**config.mk**
```make
export PLATFORM = sky130hd
export DESIGN_NAME = spram_arbiter
export DESIGN_NICKNAME = d
export VERILOG_FILES = /design/src/rtl/spram_pkg.sv /design/src/rtl/rr_arb2.sv /design/src/rtl/spram_arbiter.sv
export SDC_FILE = /design/constraint.sdc
export NUM_CORES = 1
export LEC_CHECK = 0
export ABC_AREA = 1
export CAP_MARGIN = 25
export CORE_ASPECT_RATIO = 0.7
export CORE_MARGIN = 2
export CORE_UTILIZATION = 35
export DETAILED_ROUTE_END_ITERATION = 10
export PLACE_DENSITY_LB_ADDON = 0.15
export SLEW_MARGIN = 20
export SYNTH_ARGS = -nofsm -noshare
export SYNTH_HDL_FRONTEND = slang
export SYNTH_SLANG_ARGS = --single-unit
```
**constraint.sdc**
```tcl
create_clock -name I_CLK -period 2.9 [get_ports I_CLK]
set_input_delay 0.29 -clock I_CLK [delete_from_list [all_inputs] [get_ports I_CLK]]
set_output_delay 0.29 -clock I_CLK [all_outputs]
set_load 0.1 [all_outputs]
```
**src/rtl/spram_pkg.sv**
```systemverilog
// Shared constants and pipeline record for the single-port RAM arbiter.
package spram_pkg;

  localparam int unsigned MEM_DEPTH_DEF = 1920;

  localparam logic REQ0 = 1'b0;
  localparam logic REQ1 = 1'b1;

  // One in-flight request as it moves through the two pipeline stages.
  typedef struct packed {
    logic valid;
    logic owner;
    logic we;
    logic err;
  } stage_t;

endpackage

```
**src/rtl/rr_arb2.sv**
```systemverilog
// Two-input round-robin grant: on a tie the requester other than lp wins.
module rr_arb2
  import spram_pkg::*;
(
  input  logic [1:0] req,
  input  logic       lp,
  output logic [1:0] gnt
);

  // Tie goes to the requester that was not served last; a lone requester always wins.
  always_comb begin
    gnt = 2'b00;
    if (req == 2'b11) begin
      gnt = (lp == REQ0) ? 2'b10 : 2'b01;
    end else begin
      gnt = req;
    end
  end

endmodule

```
**src/rtl/spram_arbiter.sv**
```systemverilog
// Two-requester arbiter in front of a single-port RAM with a two-stage
// command/acknowledge pipeline.
module spram_arbiter
  import spram_pkg::*;
#(
  parameter int unsigned PARAM_WIDTH = 11,
  parameter int unsigned DATA_WIDTH  = 8,
  parameter int unsigned MEM_DEPTH   = MEM_DEPTH_DEF
) (
  input  logic                   I_CLK,
  input  logic                   I_RST,
  input  logic                   i_req0,
  input  logic                   i_req1,
  input  logic                   i_we0,
  input  logic                   i_we1,
  input  logic [PARAM_WIDTH-1:0] i_addr0,
  input  logic [PARAM_WIDTH-1:0] i_addr1,
  input  logic [DATA_WIDTH-1:0]  i_din0,
  input  logic [DATA_WIDTH-1:0]  i_din1,
  output logic                   o_gnt0,
  output logic                   o_gnt1,
  output logic                   o_ack0,
  output logic                   o_ack1,
  output logic                   o_err0,
  output logic                   o_err1,
  output logic [DATA_WIDTH-1:0]  o_rdata,
  output logic                   o_ram_cs,
  output logic                   o_ram_we,
  output logic [PARAM_WIDTH-1:0] o_ram_addr,
  output logic [DATA_WIDTH-1:0]  o_ram_din,
  input  logic [DATA_WIDTH-1:0]  i_ram_dout
);

  logic                   lp;
  logic [1:0]             arb_gnt;
  logic                   accept;
  logic                   sel;
  logic                   sel_we;
  logic [PARAM_WIDTH-1:0] sel_addr;
  logic [DATA_WIDTH-1:0]  sel_din;
  logic                   sel_err;
  logic                   sel_go;
  stage_t                 s1;
  stage_t                 s2;

  rr_arb2 u_rr_arb2 (
    .req ({i_req1, i_req0}),
    .lp  (lp),
    .gnt (arb_gnt)
  );

  // Grants are suppressed while reset is held so nothing is accepted then.
  assign o_gnt0 = arb_gnt[0] & ~I_RST;
  assign o_gnt1 = arb_gnt[1] & ~I_RST;
  assign accept = o_gnt0 | o_gnt1;
  assign sel    = o_gnt1 ? REQ1 : REQ0;

  // Command of the granted requester; the other requester's fields are ignored.
  always_comb begin
    sel_we   = i_we0;
    sel_addr = i_addr0;
    sel_din  = i_din0;
    if (sel == REQ1) begin
      sel_we   = i_we1;
      sel_addr = i_addr1;
      sel_din  = i_din1;
    end
  end

  // Out-of-range addresses still use the slot but never reach the RAM.
  assign sel_err = 32'(sel_addr) >= MEM_DEPTH;
  assign sel_go  = accept & ~sel_err;

  // Last-served pointer; reset value lets requester 0 win the first tie.
  always_ff @(posedge I_CLK) begin
    if (I_RST) begin
      lp <= REQ1;
    end else if (accept) begin
      lp <= sel;
    end
  end

  // Stage 1: issue the accepted command to the RAM.
  always_ff @(posedge I_CLK) begin
    if (I_RST) begin
      s1         <= '0;
      o_ram_cs   <= 1'b0;
      o_ram_we   <= 1'b0;
      o_ram_addr <= '0;
      o_ram_din  <= '0;
    end else begin
      s1       <= '{valid: accept, owner: sel, we: sel_we, err: sel_err};
      o_ram_cs <= sel_go;
      o_ram_we <= sel_go & sel_we;
      if (sel_go) begin
        o_ram_addr <= sel_addr;
        o_ram_din  <= sel_din;
      end
    end
  end

  // Stage 2: completion slot, aligned with the RAM's registered read data.
  always_ff @(posedge I_CLK) begin
    if (I_RST) begin
      s2 <= '0;
    end else begin
      s2 <= s1;
    end
  end

  assign o_ack0  = s2.valid & (s2.owner == REQ0);
  assign o_ack1  = s2.valid & (s2.owner == REQ1);
  assign o_err0  = o_ack0 & s2.err;
  assign o_err1  = o_ack1 & s2.err;
  assign o_rdata = (s2.valid & ~s2.we & ~s2.err) ? i_ram_dout : '0;

endmodule

```
==> metrics.md <==
| Metric | Value |
|---|---|
| Nets | `387` |
| DP HPWL | `2.83 mm` |
| Vias per Instance | `4.27` |
| GRT Total Usage | `0.153` |
| Via count | `1666` |
| Post_cts resized | `0` |
| Skew final | `0.00385 ns` |
| Worst r2r path cells | `8` |
| Crit path kind | `input port to flip-flop` |
| Fin area | `2460 um2` |
| Largest net degree at the start of global routing | `33` |
| Final hold viol count | `0` |
| Leakage | `1.30 nW` |
| Setup crit start | `I_RST` |
| Most frequent cells in the layout | `80 x nand2_1, 51 x clkdlybuf4s50_1, 43 x inv_1` |
| Max Transition Viols Final | `0` |
| Worst path arrival time | `2.39 ns` |
| Fraction of layout cells with a size suffix above 1 | `0.149` |
| Crit-path max FO | `32` |
| First-pass GRT wire length | `6.12 mm` |
| Reg2reg start | `lp` |
| RSZ-0062 raised after global routing | `false` |
| CTS tree | `done` |
| Fin crit period | `2.24 ns` |
| Cts bufs inserted | `5` |
| Buffer depth of the longest clock path | `2` |
| Die Wd | `84.5 um` |
| Worst Setup End Kind | `flip-flop` |
| Synthesized instance count | `252` |
| Clk slew on worst S/H paths | `0.06 ns` |
| TritonRoute pass-1 iters | `4` |
| P&R area growth vs syn | `55.0%` |
| Cell row count | `20` |
| Cell mode on critical path | `nand2_1` |
| RR Endpoint | `o_ram_addr[7]` |
| Run status | `finished clean` |
| Pwr/cell area | `529 nW/um2` |
| DRT antenna net count | `0` |
| Setup_tns | `0 ns` |
| Die area | `5100 um2` |
| Startpoint Class | `input port` |
| Post-synthesis sequential area ratio | `0.378` |
| Final Cycle Share | `0.774` |
| Htree depth | `2` |
| Overflow after GRT | `0` |
| Worst relative slew slack | `0.632` |
| Die H | `60.4 um` |
| Most area-hungry cell type in the Yosys netlist | `dfxtp_1` |
| Core area | `4350 um2` |
| Avg Cell Area, Syn | `6.30 um2` |
| CP cell instances | `clkdlybuf4s50_1 -> inv_4 -> nand3_4 -> nand2_1 -> nand2_1 -> nor2_1 -> nand2_2 -> nand2_1 -> a21oi_1` |
| WL per Instance | `9.83 um` |
| Slowest stage delay, CP | `0.47 ns` |
| Placed instance area | `2380 um2` |
| Worst-Skew Late Latency | `0.27 ns` |
| Count of cell types in the netlist | `19` |
| Ports | `87` |
| Post-Route Utilization | `0.565` |
| Slew @ Worst Pin | `0.549 ns` |
| Sink Count | `30` |
| Number of synthesized register bits | `30` |
| Total wire length | `3.83 mm` |
| DRT iter0 DRCs | `62` |
| Initial antenna violation count | `0` |
| Vias in the first global route | `1391` |
| Fmax achieved | `0.446 GHz` |
| Largest cells by area after synthesis | `dfxtp_1 38%, nand2_1 19%, inv_1 10%, nor2_1 8.3%, a21oi_1 6.0%` |
| Cell Area, Synth | `1590 um2` |
| Drt drc | `0` |
| # setup viols final | `0` |
| Worst min path class | `flip-flop to flip-flop` |
| RePlAce Congestion | `0.827` |
| Reg-to-reg slack, setup | `0.97 ns` |
| Maximum VDD drop | `0.381 mV` |
| Yosys top cell area share | `0.378` |
| Initial core utilization | `0.365` |
| Post-CTS setup buffers | `0` |
| Commonest non-fill, non-tap cell in the layout | `nand2_1` |
| Worst Setup EP | `o_ram_addr[7]` |
| Port buffer count | `86` |
| Diode count | `0` |
| Post-CTS Hold Buffers | `0` |
| Root Buffer | `clkbuf_8` |
| Yosys warnings | `0` |
| Worst path slowest cell | `clkdlybuf4s50_1` |
| Max-cap violations | `0` |
| Syn nets | `304` |
| WP data required | `3.05 ns` |
-- Yosys cell counts, drive strengths merged --
master  number
a21oi       19
buf         12
nor2        36
inv         46
o211ai       1
dfxtp       30
nand3       18
o21ai        4
nor3         1
a21boi       1
nand3b       2
nand2       82
-- critical path, delay by kind of cell --
kind | cells | cell delay, ns
AOI/OAI and AO/OA | 1 | 0.10
and+or+nand+nor | 6 | 1.30
buffers and inverters | 2 | 0.69
-- worst min-delay path by stage --
stage / from / to / slack, ns / cells past startpoint
floorplan: s1[0] / s2[0] / 0.39 / 2
global placement: s1[1] / s2[1] / 0.39 / 2
detailed placement: s1[3] / s2[3] / 0.40 / 2
CTS: s1[2] / s2[2] / 0.41 / 2
global route: s1[3] / s2[3] / 0.42 / 2
finish: s1[2] / s2[2] / 0.40 / 2
-- flip-flops by register name, indices dropped and copies added, names as in the netlist --
| name | cells |
|---|---|
| s1 | 4 |
| lp | 1 |
| s2 | 4 |
| o_ram_we | 1 |
| o_ram_din | 8 |
| o_ram_cs | 1 |
| o_ram_addr | 11 |
-- metal layers --
metal / GRT usage / part of all wire / vias to the layer above
li1: - / - / 916
met1: 0.200 / 0.46 / 676
met2: 0.232 / 0.41 / 70
met3: 0.0612 / 0.11 / 4
met4: 0.0544 / 0.011 / 0
met5: 0 / 0 / -
-- cell type report --
cell class,instances,area (um2)
Clock buffer,7,76.3
Fill cell,426,1890
Inverter,46,178
Multi-Input combinational cell,164,712
Sequential cell,30,601
Tap cell,55,68.8
Timing Repair Buffer,88,826
-- power breakdown --
part           internal (mW)  leakage [nW]  total [mW]  switching [mW]
clock                  0.165        0.0383       0.302           0.137
combinational          0.160          1.01       0.535           0.375
sequential             0.448         0.249       0.465          0.0173
-- per-stage QoR --
stage	worst slack [ns]	total power [mW]	cells	hold WS, ns
floorplan	0.191	0.860	252	0.388
CTS	0.639	1.32	390	0.405
global route	0.383	1.37	390	0.419
finish	0.656	1.30	390	0.402
global placement	0.427	1.01	383	0.393
detailed placement	0.363	1.01	383	0.396
-- cell families (layout without fill, tap and decap cells) --
kind of cell / count (synthesis) / count (layout) / share of synthesized area
compound gates: 25 / 25 / 0.0843
simple gates: 139 / 139 / 0.364
flops: 30 / 30 / 0.378
buf+inv: 58 / 141 / 0.173
Power figures use the tool's default switching activity.
